[src/rtl/uart_prog_loader.sv]
// -----------------------------------------------------------------------------
// uart_prog_loader
//
// Loads the instruction memory from a UART byte stream. It deserialises the
// stream, parses a length-prefixed image, packs the data bytes into
// little-endian 32-bit words and issues one write strobe per word on the
// programming port. The fetch unit's prgrom consumes that port.
//
// Image format on the wire:
//   N[7:0], N[15:8], then 4*N data bytes (byte k of a word -> dat[8k+7:8k])
//   With the checksum option, one extra byte follows: the XOR of all data bytes.
//
// Build option:
//   UPG_LOADER_CHECKSUM_EN - when defined, a checksum byte must follow the
//                            image. upg_done_o is raised only if that byte
//                            matches. When undefined, done is raised together
//                            with the last word write.
//
// Ports:
//   clk         in   programming clock (10 MHz)
//   reset       in   synchronous, active-high reset
//   rx          in   UART line, idle high, asynchronous to clk
//   upg_wen_o   out  one-cycle write strobe to program memory
//   upg_adr_o   out  word address of the current write
//   upg_dat_o   out  write data, held between strobes
//   upg_done_o  out  sticky, image completely written
//   err_o       out  sticky, framing / length / checksum error
//
// RX FSM states:
//   state     | meaning
//   RX_IDLE   | line idle, waiting for a low level
//   RX_START  | half a bit into the start bit, confirming it is still low
//   RX_DATA   | sampling 8 data bits, LSB first, one per bit period
//   RX_STOP   | sampling the stop bit, emit byte or flag a framing error
//
// Protocol FSM states:
//   state     | meaning
//   P_LEN0    | next byte is N[7:0]
//   P_LEN1    | next byte is N[15:8], range-check N
//   P_DATA    | collecting data bytes into words
//   P_CSUM    | waiting for the checksum byte (checksum build only)
//   P_DONE    | image complete, further bytes ignored
//   P_ERR     | error seen, further bytes ignored
// -----------------------------------------------------------------------------
module uart_prog_loader #(
  parameter int CLKS_PER_BIT = 78,
  parameter int ADDR_W       = 14
) (
  input  logic              clk,
  input  logic              reset,
  input  logic              rx,
  output logic              upg_wen_o,
  output logic [ADDR_W-1:0] upg_adr_o,
  output logic [31:0]       upg_dat_o,
  output logic              upg_done_o,
  output logic              err_o
);

  localparam int CNT_W = $clog2(CLKS_PER_BIT);
  localparam logic [CNT_W-1:0] BIT_LAST  = CNT_W'(CLKS_PER_BIT - 1);
  localparam logic [CNT_W-1:0] HALF_LAST = CNT_W'(CLKS_PER_BIT / 2 - 1);

  // ---------------------------------------------------------------------------
  // Input synchroniser
  // ---------------------------------------------------------------------------
  logic rx_meta_q;
  logic rx_sync_q;

  always_ff @(posedge clk) begin
    if (reset) begin
      rx_meta_q <= 1'b1;
      rx_sync_q <= 1'b1;
    end else begin
      rx_meta_q <= rx;
      rx_sync_q <= rx_meta_q;
    end
  end

  // ---------------------------------------------------------------------------
  // UART receiver
  // ---------------------------------------------------------------------------
  typedef enum logic [1:0] {
    RX_IDLE,
    RX_START,
    RX_DATA,
    RX_STOP
  } rx_state_t;

  rx_state_t        rx_state_q;
  logic [CNT_W-1:0] rx_cnt_q;
  logic [2:0]       rx_bit_q;
  logic [7:0]       rx_byte_q;
  logic             byte_valid_q;
  logic             frame_err_q;

  always_ff @(posedge clk) begin
    if (reset) begin
      rx_state_q   <= RX_IDLE;
      rx_cnt_q     <= '0;
      rx_bit_q     <= '0;
      rx_byte_q    <= '0;
      byte_valid_q <= 1'b0;
      frame_err_q  <= 1'b0;
    end else begin
      byte_valid_q <= 1'b0;
      frame_err_q  <= 1'b0;
      case (rx_state_q)
        RX_IDLE: begin
          if (!rx_sync_q) begin
            rx_state_q <= RX_START;
            rx_cnt_q   <= HALF_LAST;
          end
        end
        RX_START: begin
          if (rx_cnt_q == '0) begin
            // A start bit that is gone by mid-bit was a glitch.
            if (!rx_sync_q) begin
              rx_state_q <= RX_DATA;
              rx_cnt_q   <= BIT_LAST;
              rx_bit_q   <= '0;
            end else begin
              rx_state_q <= RX_IDLE;
            end
          end else begin
            rx_cnt_q <= rx_cnt_q - 1'b1;
          end
        end
        RX_DATA: begin
          if (rx_cnt_q == '0) begin
            rx_byte_q <= {rx_sync_q, rx_byte_q[7:1]};
            rx_cnt_q  <= BIT_LAST;
            if (rx_bit_q == 3'd7) begin
              rx_state_q <= RX_STOP;
            end else begin
              rx_bit_q <= rx_bit_q + 1'b1;
            end
          end else begin
            rx_cnt_q <= rx_cnt_q - 1'b1;
          end
        end
        RX_STOP: begin
          if (rx_cnt_q == '0) begin
            if (rx_sync_q) begin
              byte_valid_q <= 1'b1;
            end else begin
              frame_err_q <= 1'b1;
            end
            rx_state_q <= RX_IDLE;
          end else begin
            rx_cnt_q <= rx_cnt_q - 1'b1;
          end
        end
        default: rx_state_q <= RX_IDLE;
      endcase
    end
  end

  // ---------------------------------------------------------------------------
  // Image protocol and word writer
  // ---------------------------------------------------------------------------
`ifdef UPG_LOADER_CHECKSUM_EN
  typedef enum logic [2:0] {
    P_LEN0,
    P_LEN1,
    P_DATA,
    P_CSUM,
    P_DONE,
    P_ERR
  } p_state_t;
`else
  typedef enum logic [2:0] {
    P_LEN0,
    P_LEN1,
    P_DATA,
    P_DONE,
    P_ERR
  } p_state_t;
`endif

  p_state_t          p_state_q;
  logic [7:0]        len_lo_q;
  logic [ADDR_W-1:0] len_q;
  logic [1:0]        lane_q;
  logic [23:0]       word_q;
  logic              wen_q;
  logic [ADDR_W-1:0] adr_q;
  logic [31:0]       dat_q;
  logic              done_q;
  logic              err_q;
`ifdef UPG_LOADER_CHECKSUM_EN
  logic [7:0]        csum_q;
`endif

  logic [15:0] len_n;
  logic        len_over;
  logic        len_zero;
  logic        last_word;

  assign len_n    = {rx_byte_q, len_lo_q};
  assign len_over = (len_n >> ADDR_W) != 16'd0;
  assign len_zero = (len_n == 16'd0);
  // adr_q already points at the word being completed, since the previous
  // strobe's increment lands long before the next word's bytes arrive.
  assign last_word = (({1'b0, adr_q} + 1'b1) == {1'b0, len_q});

  always_ff @(posedge clk) begin
    if (reset) begin
      p_state_q <= P_LEN0;
      len_lo_q  <= '0;
      len_q     <= '0;
      lane_q    <= '0;
      word_q    <= '0;
      wen_q     <= 1'b0;
      adr_q     <= '0;
      dat_q     <= '0;
      done_q    <= 1'b0;
      err_q     <= 1'b0;
`ifdef UPG_LOADER_CHECKSUM_EN
      csum_q    <= '0;
`endif
    end else begin
      wen_q <= 1'b0;
      if (wen_q) begin
        adr_q <= adr_q + 1'b1;
      end

      // A framing error after completion is harmless: the image is in memory.
      if (frame_err_q && (p_state_q != P_DONE)) begin
        err_q     <= 1'b1;
        p_state_q <= P_ERR;
      end else if (byte_valid_q) begin
        case (p_state_q)
          P_LEN0: begin
            len_lo_q  <= rx_byte_q;
            p_state_q <= P_LEN1;
          end
          P_LEN1: begin
            if (len_over) begin
              err_q     <= 1'b1;
              p_state_q <= P_ERR;
            end else if (len_zero) begin
`ifdef UPG_LOADER_CHECKSUM_EN
              p_state_q <= P_CSUM;
`else
              done_q    <= 1'b1;
              p_state_q <= P_DONE;
`endif
            end else begin
              len_q     <= len_n[ADDR_W-1:0];
              lane_q    <= '0;
              p_state_q <= P_DATA;
            end
          end
          P_DATA: begin
`ifdef UPG_LOADER_CHECKSUM_EN
            csum_q <= csum_q ^ rx_byte_q;
`endif
            lane_q <= lane_q + 1'b1;
            case (lane_q)
              2'd0: word_q[7:0]   <= rx_byte_q;
              2'd1: word_q[15:8]  <= rx_byte_q;
              2'd2: word_q[23:16] <= rx_byte_q;
              default: begin
                dat_q <= {rx_byte_q, word_q};
                wen_q <= 1'b1;
                if (last_word) begin
`ifdef UPG_LOADER_CHECKSUM_EN
                  p_state_q <= P_CSUM;
`else
                  done_q    <= 1'b1;
                  p_state_q <= P_DONE;
`endif
                end
              end
            endcase
          end
`ifdef UPG_LOADER_CHECKSUM_EN
          P_CSUM: begin
            if (rx_byte_q == csum_q) begin
              done_q    <= 1'b1;
              p_state_q <= P_DONE;
            end else begin
              err_q     <= 1'b1;
              p_state_q <= P_ERR;
            end
          end
`endif
          default: ;
        endcase
      end
    end
  end

  assign upg_wen_o  = wen_q;
  assign upg_adr_o  = adr_q;
  assign upg_dat_o  = dat_q;
  assign upg_done_o = done_q;
  assign err_o      = err_q;

endmodule
[config.mk]
export PLATFORM = sky130hd
export DESIGN_NAME = uart_prog_loader
export DESIGN_NICKNAME = d
export VERILOG_FILES = /design/src/rtl/uart_prog_loader.sv
export SDC_FILE = /design/constraint.sdc
export NUM_CORES = 1
export LEC_CHECK = 0
export CAP_MARGIN = 20
export CORE_UTILIZATION = 55
export DETAILED_ROUTE_END_ITERATION = 6
export PLACE_DENSITY_LB_ADDON = 0.25
export SLEW_MARGIN = 0
export SYNTH_ARGS = -nofsm -noshare
export SYNTH_HDL_FRONTEND = slang
export SYNTH_SLANG_ARGS = --single-unit
export TNS_END_PERCENT = 50
[constraint.sdc]
create_clock -name clk -period 4.22 [get_ports clk]
set_input_delay 0.422 -clock clk [delete_from_list [all_inputs] [get_ports clk]]
set_output_delay 0.422 -clock clk [all_outputs]
set_load 0.02 [all_outputs]
# --- Word level (Yosys, flattened, before mapping) ---
# Cells that the tools add are included.
# Widths: inputs -> output; s select.
totals:
  inputBits: 3
  out_inout_bits: 49
  ff_bits: 124
  elab_cells: 133
op_classes:
  reduce_logical: 33
  mux: 40
  addsub: 5
  n_eq_ne: 26
  n_bitwise: 8
ops:
  columns: ["op", "n"]
  rows:
  - ["$mux 7", 5]
  - ["$pmux 7 s4", 1]
  - ["$mux 3", 9]
  - ["$ne 2x2->1 const B", 13]
  - ["$reduce_and 4->1", 6]
  - ["$reduce_and 5->1", 4]
  - ["$logic_not 16->1", 1]
  - ["$mux 2", 8]
  - ["$reduce_bool 16->1", 1]
  - ["$add 14x1->15 const B", 1]
  - ["$eq 15x14->1", 1]
  - ["$add 14x1->14 const B", 1]
  - ["$mux 1", 12]
  - ["$reduce_bool 2->1", 5]
  - ["$ne 3x3->1 const B", 3]
  - ["$pmux 3 s3", 1]
  - ["$reduce_and 3->1", 3]
  - ["$not 1->1", 8]
  - ["$pmux 2 s4", 1]
  - ["$logic_not 7->1", 1]
  - ["$reduce_and 7->1", 1]
  - ["$sub 7x1->7 const B", 1]
  - ["$eq 2x2->1 const B", 3]
  - ["$pmux 3 s2", 1]
  - ["18 further kinds", 21]

# --- Logic depth before layout (Yosys ltp) ---
# Gate-level depths: netlist of run 1.
depth:
  ltp_word: 7
  mapped_depth: 8
  mapped_depth_nobuf: 8

# --- Worst setup path after synthesis of run 1 ---
# No wires, ideal clock.
synth_timing:
  path_kind: "reg-to-reg"
  startpoint: "register adr_q[0], in the netlist upg_adr_o[0]"
  endpoint: "register p_state_q[0]"
  setup_slack_ps: 2163
  setup_ps: 74
  n_path_buf: 1
  t_required_ps: 4146
  stages_incl_launch_ff: 9
  t_arrival_ps: 1982
  period_less_slack_ps: 2057
  path_cell_list: "dfxtp_1 > ha_1 > and3_1 > clkbuf_1 > nand4_1 > xnor2_1 > a2111oi_0 > a31oi_1 > o21ai_0"
synth_via:
  elab_chain_len: 4
synth_lines:
  columns: ["element", "line", "rtl"]
  rows:
  - ["start: declaration", "186", "logic [ADDR_W-1:0] adr_q;"]
  - ["start signal: assignment", "224", "adr_q <= adr_q + 1'b1;"]
  - ["$add 14x1->15", "204", "assign last_word = (({1'b0, adr_q} + 1'b1) == {1'b0, len_q});"]
  - ["$eq 15x14->1", "204", null]
  - ["$ne 2x2->1 (no line)", null, null]
  - ["$reduce_and 4->1 (no line)", null, null]
  - ["end signal: assignment", "208", "p_state_q <= P_LEN0;"]
  - ["end signal: assignment", "230", "p_state_q <= P_ERR;"]
  - ["end signal: assignment", "235", "p_state_q <= P_LEN1;"]
  - ["end: declaration", "180", "p_state_t p_state_q;"]
# No other way between the ends.
# A chain may end at the register's enable or synchronous reset.

# --- Final worst setup path of run 1 ---
layout_timing:
  startpoint: "register p_state_q[0]"
  endpoint: "register len_q[1]"
layout_via:
  elab_chain_len: 4
  word_cells_on_any_way: 5
  classes_between: "2 x eq/ne; 1 x bitwise; 2 x reduce/logical"
layout_lines:
  columns: ["element", "line", "rtl"]
  rows:
  - ["$ne 3x2->1", "228", "if (frame_err_q && (p_state_q != P_DONE)) begin"]
  - ["$logic_and 1x1->1", "228", null]
  - ["$not 1->1 (no line)", null, null]
  - ["$reduce_and 5->1 (no line) *", null, null]
  - ["end signal: assignment", "249", "len_q <= len_n[ADDR_W-1:0];"]
  - ["end: declaration", "182", "logic [ADDR_W-1:0] len_q;"]
# Every way passes the cells marked *; elsewhere a longest branch is shown, timed or not.

==> results of run 1 <==
==> flip-flops by register name (all words and copies together) (netlist names), 2 cells and up, named ones only <==
name,count
len_q,14
lane_q,2
upg_adr_o,14
p_state_q,3
word_q,24
upg_dat_o,32
len_lo_q,8
rx_cnt_q,7
rx_byte_q,8
rx_bit_q,3
==> worst max-delay path, stage by stage (launching register included) <==
cell and delay, ns:
dfxtp_1 0.57, or3b_2 0.54, nor4_2 0.28, nand2_1 0.52, mux2i_1 0.34, nor2_1 0.09
==> power breakdown <==
part           leakage (nW)  total [W]  internal (W)  switching, W
clock                 0.283    0.00144      0.000904      0.000538
sequential             1.00    0.00120       0.00118     0.0000148
combinational          1.08   0.000188     0.0000647      0.000123
==> cell usage after synthesis (8+ instances only) <==
| master | count |
|---|---|
| nor3_1 | 12 |
| a21oi_1 | 74 |
| inv_1 | 10 |
| clkbuf_1 | 40 |
| xnor2_1 | 8 |
| nand3_1 | 32 |
| nand4_1 | 11 |
| dfxtp_1 | 124 |
| xor2_1 | 18 |
| ha_1 | 13 |
| o21ai_0 | 12 |
| a211oi_1 | 8 |
| nand2_1 | 113 |
| nor2_1 | 73 |
| mux2i_1 | 32 |
==> cells by family (layout without fill, tap and decap cells) <==
| family | Yosys count | count (layout) | synth area share [%] |
|---|---|---|---|
| buf+inv | 61 | 98 | 4.55 |
| fa+ha+maj | 13 | 13 | 2.97 |
| compound gates | 116 | 116 | 12.6 |
| xor+xnor | 27 | 27 | 4.60 |
| mux | 32 | 32 | 5.86 |
| flops | 124 | 124 | 45.4 |
| simple gates | 282 | 282 | 24.0 |
==> cell type report <==
type | instances | area [sq um]
Multi-Input combinational cell | 470 | 2750
Timing Repair Buffer | 56 | 566
Inverter | 10 | 37.5
Tap cell | 133 | 166
Clock inverter | 13 | 168
Clock buffer | 19 | 422
Sequential cell | 124 | 2480
Fill cell | 763 | 3090
==> per-stage QoR <==
step / std cells / setup WS (ns) / utilization [%]
6_report: 825 / 1.73 / 68.0
5_1_grt: 825 / 1.62 / 68.0
4_1_cts: 823 / 1.66 / 67.7
3_5_place_dp: 791 / 1.70 / 61.6
3_3_place_gp: 791 / 1.83 / 61.6
2_1_floorplan: 655 / 2.16 / -
==> metal layers <==
layer / vias to the layer above / wire [um]
met1: 2249 / 5420
met3: 17 / 590
met4: 0 / 151
li1: 2293 / -
met5: - / 0
met2: 124 / 6050
==> worst max-delay path by stage <==
stage / slack [ns] / depth (start not counted) / endpoint
floorplan: 2.16 / 8 / p_state_q[0]
global placement: 1.83 / 6 / upg_dat_o[4]
detailed placement: 1.70 / 6 / upg_dat_o[15]
CTS: 1.66 / 6 / upg_dat_o[15]
global route: 1.62 / 5 / len_q[3]
finish: 1.73 / 5 / len_q[1]
==> impl_metrics.yaml, run 1 <==
min_path:
  hold_path.class: "input pin to register"
  whs_path_depth: 2
  holdCritStartpoint: "reset"
  holdPathEnd: "len_lo_q[2]"
synth:
  syn_area_sq_mm: 0.00547
  syn_avg_cell_area_sq_um: 8.35
  yosys_warnings: 0
  synth_cells: 655
  ys_top_cells_by_area: "dfxtp_1 45%, nand2_1 7.8%, a21oi_1 6.8%"
  synth_top_area_cell: "dfxtp_1"
  seq_area_frac_synth_pct: 45.4
  syn_nets: 671
  synth-seq-cells: 124
  synth.distinct_cells: 57
  async_reset_ff_share_pct: 0
  synth_flop_cell: "dfxtp_1"
  synth_edf_count: 0
  synth.top_cell.area_share_pct: 45.4
critical_path:
  crit_path_start: "p_state_q[0]"
  ff2ff_path_depth: 5
  crit_arrival_ns: 2.86
  ff2ff_setup_slack_ns: 1.73
  crit_type: "register to register"
  end_kind: "register"
  reg2reg_to: "len_q[1]"
  reg2reg_from: "p_state_q[0]"
  worstSetupStartpointType: "register"
  cp_max_fo: 14
  worstPathRequired_ns: 4.59
placement:
  placed_area_sq_mm: 0.00597
  place_congestion: 0.834
  io_buffers: 51
  dp_hpwl_um: 7940
global_route:
  grt_first_pass_wirelength_um: 19800
  antenna_found_initial: 0
  grt_remaining_overflow: 0
  gr-usage-all-layers_pct: 24.6
  busiest_layer: "met2"
  grt_max_degree: 76
  grt_pass1_vias: 4224
  grt_util_met1_pct: 30.7
  met3_usage_pct: 7.18
  global_route.usage.met2_pct: 40.6
clocking:
  clock_latency_ns: 0.53
  htreeDepth: 4
  cts_tree: "built"
  post_cts_resized: 0
  clkSlewWorstSetupHoldPaths_ns: 0.06
  postCtsSetupBuffers: 0
  hold_buffers: 0
  numCtsBuffers: 17
  cts_root_buf: "clkbuf_8"
  clockBufferDepth: 2
  numClockSinks: 124
cells_and_area:
  antenna_cells: 0
  final_common_cell: "dfxtp_1"
  final_cell_area_sq_mm: 0.00659
  area_delta_synth_final_pct: 20.5
  final_cell_mix: "124 x dfxtp_1, 113 x nand2_1, 74 x a21oi_1, 73 x nor2_1, 50 x clkdlybuf4s50_1"
  nets: 695
  drive_above_1_share_pct: 7.51
routing:
  first_pass_iters: 5
  via_per_inst: 5.68
  ant_nets: 0
  first_iter_violations: 358
  remaining_drc_errors: 0
  drt-wirelength-per-cell_um: 14.8
  vias: 4683
  routed_wl_um: 12200
sta:
  worst_slew_pin_slew_ns: 0.769
  timing.slew.headroom_pct: 48.6
  slew_viol_final: 0
  fin_crit_sh_pct: 59.0
  rsz0062_at_grt: "false"
  skew_ns: 0.00909
  finalCriticalPeriod_ns: 2.49
  setup-tns-final_ns: 0
  finalHoldViolCount: 0
  setup_viol: 0
  hold_ws_ns: 0.356
  fmax_mhz: 402
pwr:
  ir_worst_vdd_mv: 0.334
  fin_total_pwr_w: 0.00283
  power_density_mw_per_mm2: 429
  leakage_nw: 2.37
floorplan:
  die_h_um: 102
  fp-row-count: 36
  floorplan.initialDensity_pct: 56.5
  io_pins: 52
  core_area_sq_mm: 0.00968
  die_area_sq_mm: 0.0103
  die_w_um: 102
run_status:
  status: "complete, no violations"
job:
  cap_viol_max_count: 0
Note: power is estimated with default switching activity, not from simulation.
==> inputs of run 2 (changes only) <==
==> constraint.sdc (replaced) <==
create_clock -name clk -period 2.4 [get_ports clk]
set_input_delay 0.24 -clock clk [delete_from_list [all_inputs] [get_ports clk]]
set_output_delay 0.24 -clock clk [all_outputs]
set_load 0.02 [all_outputs]
==> impl_metrics.yaml, run 2 (synthesis gave the netlist of run 1 again) <==
clocking:
  htreeDepth: 4
  cts_root_buf: "clkbuf_8"
  hold_buffers: 0
  numCtsBuffers: 17
  postCtsSetupBuffers: 0
  numClockSinks: 124
  post_cts_resized: 0
  cts_tree: "built"
  clkSlewWorstSetupHoldPaths_ns: 0.06
  clock_latency_ns: 0.52
  clockBufferDepth: 2
routing:
  drt-wirelength-per-cell_um: 14.7
  via_per_inst: 5.48
  first_pass_iters: 4
  remaining_drc_errors: 0
  ant_nets: 0
  first_iter_violations: 175
  routed_wl_um: 12400
  vias: 4606
run_status:
  status: "complete, no violations"
sta:
  finalCriticalPeriod_ns: 2.21
  skew_ns: 0.0130
  setup-tns-final_ns: 0
  slew_viol_final: 0
  fin_crit_sh_pct: 91.9
  finalHoldViolCount: 0
  fmax_mhz: 454
  hold_ws_ns: 0.0681
  rsz0062_at_grt: "false"
  worst_slew_pin_slew_ns: 0.622
  timing.slew.headroom_pct: 58.5
  setup_viol: 0
cells_and_area:
  antenna_cells: 0
  area_delta_synth_final_pct: 21.7
  final_cell_mix: "124 x dfxtp_1, 113 x nand2_1, 74 x a21oi_1, 73 x nor2_1, 50 x clkdlybuf4s50_1"
  drive_above_1_share_pct: 9.76
  num-fill-cells: 749
  nets: 710
  largest_reg_flops: 32
  final_common_cell: "dfxtp_1"
placement:
  dp_hpwl_um: 7990
  place_congestion: 0.822
  io_buffers: 51
critical_path:
  cp_max_fo: 7
  crit_type: "register to register"
  worstPathRequired_ns: 2.84
  worstSetupStartpointType: "register"
  end_kind: "register"
  crit_arrival_ns: 2.65
floorplan:
  fp-row-count: 36
  core_area_sq_mm: 0.00968
  die_area_sq_mm: 0.0103
  die_h_um: 102
  floorplan.initialDensity_pct: 56.5
  io_pins: 52
  die_w_um: 102
job:
  cap_viol_max_count: 0
global_route:
  grt_remaining_overflow: 0
  gr-usage-all-layers_pct: 25.0
  antenna_found_initial: 0
  grt_max_degree: 65
  grt_first_pass_wirelength_um: 20200
  grt_pass1_vias: 4326
pwr:
  power_density_mw_per_mm2: 725
  leakage_nw: 2.43
  ir_worst_vdd_mv: 0.438
min_path:
  hold_path.class: "input pin to register"
[run 2: changes by cell type in the layout (fill, tap and decap cells not counted), sizes merged]
| cell | previous run | this run |
|---|---|---|
| bufinv | 3 | 1 |
| inv | 12 | 16 |
| clkinv | 6 | 5 |
| buf | 6 | 21 |
| clkbuf | 19 | 18 |
[run 2: path summary, 6_finish.rpt]
check	start	end	slack (ns)	depth (start not counted)
setup reg to reg	rx_cnt_q[0]	rx_bit_q[0]	0.19	7
hold / removal	reset	p_state_q[0]	0.07	3
setup / recovery	rx_cnt_q[0]	rx_bit_q[0]	0.19	7
hold reg to reg	rx_meta_q	rx_sync_q	0.42	1
[run 2: final cells by class]
| class | count | area, sq um | area share [%] |
|---|---|---|---|
| multi-input cells | 470 | 2750 | 41.3 |
| flip-flops and latches | 124 | 2480 | 37.3 |
| repair buffers | 71 | 658 | 9.89 |
| clock buffers | 18 | 428 | 6.43 |
| well taps | 133 | 166 | 2.50 |
| clock inverters | 14 | 134 | 2.01 |
| inverters | 10 | 37.5 | 0.564 |
[run 2: routing by layer]
metal  track usage, %  vias to the layer above  share of wire, %
li1                 -                     2319                 -
met1             31.3                     2183                45
met2             42.1                       87                50
met3             5.66                       17               3.5
met4             9.14                        0               1.4
met5                0                        -                 0
[run 2: report_power, final]
group | total, W | leakage, nW | internal, W | switching, W
clock | 0.00239 | 0.273 | 0.00142 | 0.000973
sequential | 0.00211 | 1.00 | 0.00208 | 0.0000253
combinational | 0.000327 | 1.15 | 0.000115 | 0.000212
total | 0.00483 | 2.43 | 0.00361 | 0.00121
[run 2: per-stage QoR]
step	utilization, %	cells	area [sq um]	power, W	setup slack [ns]
global placement	62.9	808	6090	0.00246	0.286
global route	68.7	840	6660	0.00501	0.00313
CTS	68.7	840	6660	0.00485	0.207
detailed placement	62.9	808	6090	0.00248	0.215
finish	68.7	840	6660	0.00483	0.195
floorplan	-	655	5470	0.00242	0.343
[run 2: worst max-delay path: stages, from the launching register on]
cell,delay (ns)
dfxtp_1,0.33
inv_1,0.06
ha_1,0.17
or4b_4,0.51
nor3_4,0.29
o2111ai_4,0.20
or3b_1,0.42
a21oi_1,0.13
==> inputs of run 3 (changes only) <==
--- a/config.mk
+++ b/config.mk
@@ -6,8 +6,10 @@
 export NUM_CORES = 1
 export LEC_CHECK = 0
 export CAP_MARGIN = 20
+export CORE_ASPECT_RATIO = 0.5
 export CORE_UTILIZATION = 55
 export DETAILED_ROUTE_END_ITERATION = 6
+export MAX_ROUTING_LAYER = met4
 export PLACE_DENSITY_LB_ADDON = 0.25
 export SLEW_MARGIN = 0
 export SYNTH_ARGS = -nofsm -noshare
==> impl_metrics.yaml, run 3 (synthesis gave the netlist of run 1 again) <==
clocking:
  cts_root_buf: "clkbuf_16"
  clock_latency_ns: 0.41
  numCtsBuffers: 17
  post_cts_resized: 0
  cts_tree: "built"
  numClockSinks: 124
  hold_buffers: 0
  htreeDepth: 4
  postCtsSetupBuffers: 0
  clkSlewWorstSetupHoldPaths_ns: 0.05
  clockBufferDepth: 2
sta:
  finalCriticalPeriod_ns: 2.27
  setup-tns-final_ns: 0
  setup_viol: 0
  fin_crit_sh_pct: 94.4
  rsz0062_at_grt: "false"
  finalHoldViolCount: 0
  slew_viol_final: 0
  timing.final.ws_setup_ns: 0.135
  timing.slew.headroom_pct: 60.1
  skew_ns: 0.00559
  worst_slew_pin_slew_ns: 0.595
  fmax_mhz: 441
critical_path:
  worstPathRequired_ns: 2.74
  crit_arrival_ns: 2.60
  reg2reg_from: "upg_adr_o[1]"
  crit_path_start: "upg_adr_o[1]"
  end_kind: "register"
  ff2ff_setup_slack_ns: 0.13
  crit_path_end: "p_state_q[0]"
  ff2ff_path_depth: 7
  worstSetupStartpointType: "register"
  reg2reg_to: "p_state_q[0]"
  crit_type: "register to register"
  cp_max_fo: 7
cells_and_area:
  drive_above_1_share_pct: 9.46
  antenna_cells: 0
  area_delta_synth_final_pct: 22.8
  final_common_cell: "dfxtp_1"
  final_cell_mix: "123 x dfxtp_1, 113 x nand2_1, 74 x a21oi_1, 73 x nor2_1, 50 x clkdlybuf4s50_1"
  nets: 712
  largest_reg_flops: 32
routing:
  top_layer: "met4"
  first_pass_iters: 5
  drt-met1-wl_um: 5970
  vias: 4690
  via_per_inst: 5.56
  drt-wirelength-per-cell_um: 14.5
  wl_met2_um: 5520
  ant_nets: 0
  remaining_drc_errors: 0
  first_iter_violations: 404
  wl_met3_um: 629
  routed_wl_um: 12300
global_route:
  grt_remaining_overflow: 0
  grt_pass1_vias: 4196
  grt_first_pass_wirelength_um: 20000
  antenna_found_initial: 0
  gr-usage-all-layers_pct: 25.8
  grt_max_degree: 120
job:
  cap_viol_max_count: 0
floorplan:
  core_area_sq_mm: 0.00954
  io_pins: 52
  fp-row-count: 25
  die_w_um: 143
  floorplan.initialDensity_pct: 57.3
  die_area_sq_mm: 0.0104
  die_h_um: 72.5
placement:
  dp_hpwl_um: 7810
  io_buffers: 51
  pre_cts_ws_ns: 0.223
  place_congestion: 0.827
pwr:
  ir_worst_vdd_mv: 0.524
  leakage_nw: 2.45
  power_density_mw_per_mm2: 739
min_path:
  hold_path.class: "input pin to register"
run_status:
  status: "complete, no violations"
## run 3: cell types whose count changed in the layout (fill, tap and decap cells not counted), sizes merged
| cell | previous run | this run |
|---|---|---|
| clkinvlp | 2 | 1 |
| inv | 16 | 10 |
| buf | 21 | 23 |
| bufinv | 1 | 3 |
| clkinv | 5 | 4 |
| clkbuf | 18 | 23 |
## run 3: critical path: stages (launching register included)
cell	delay, ns
dfxtp_1	0.45
ha_1	0.28
xor3_1	0.24
nor4_1	0.24
o2111ai_1	0.15
a2111oi_0	0.42
a31oi_1	0.22
o21ai_0	0.18
## run 3: routing by layer
layer | up-vias | global-route usage [%]
li1 | 2330 | -
met1 | 2196 | 33.4
met2 | 146 | 39.9
met3 | 18 | 5.87
met4 | 0 | 8.96
met5 | - | -
## run 3: power by group
group | switching (W) | total [W] | internal [W]
combinational | 0.000216 | 0.000332 | 0.000116
clock | 0.000873 | 0.00252 | 0.00164
sequential | 0.0000273 | 0.00211 | 0.00208
## run 3: worst min-delay path by stage
| stage | startpoint | end | slack (ns) | cells after the start |
|---|---|---|---|---|
| 2_1_floorplan | rx | rx_meta_q | 0.34 | 1 |
| 3_3_place_gp | rx_meta_q | rx_sync_q | 0.39 | 1 |
| 3_5_place_dp | rx_meta_q | rx_sync_q | 0.40 | 1 |
| 4_1_cts | reset | p_state_q[2] | 0.09 | 2 |
| 5_1_grt | reset | lane_q[0] | 0.11 | 2 |
| 6_report | reset | p_state_q[2] | 0.10 | 2 |
## run 3: cell type report
| class | instances | area (sq um) |
|---|---|---|
| clock buffer | 23 | 458 |
| clock inverter | 8 | 118 |
| fill | 748 | 2830 |
| inverter | 10 | 37.5 |
| multi-input combinational | 470 | 2750 |
| sequential | 124 | 2480 |
| tap | 135 | 169 |
| timing repair buffer | 73 | 698 |
## run 3: metrics by stage
step                util [%]  total power (W)  cell area [sq um]  hold slack (ns)  std cells
detailed placement      64.3          0.00248               6140            0.400        812
floorplan                  -          0.00242               5470            0.344        655
global placement        64.3          0.00247               6140            0.393        812
global route            70.4          0.00512               6710            0.114        843
CTS                     70.3          0.00498               6710           0.0944        843
finish                  70.4          0.00496               6710            0.102        843
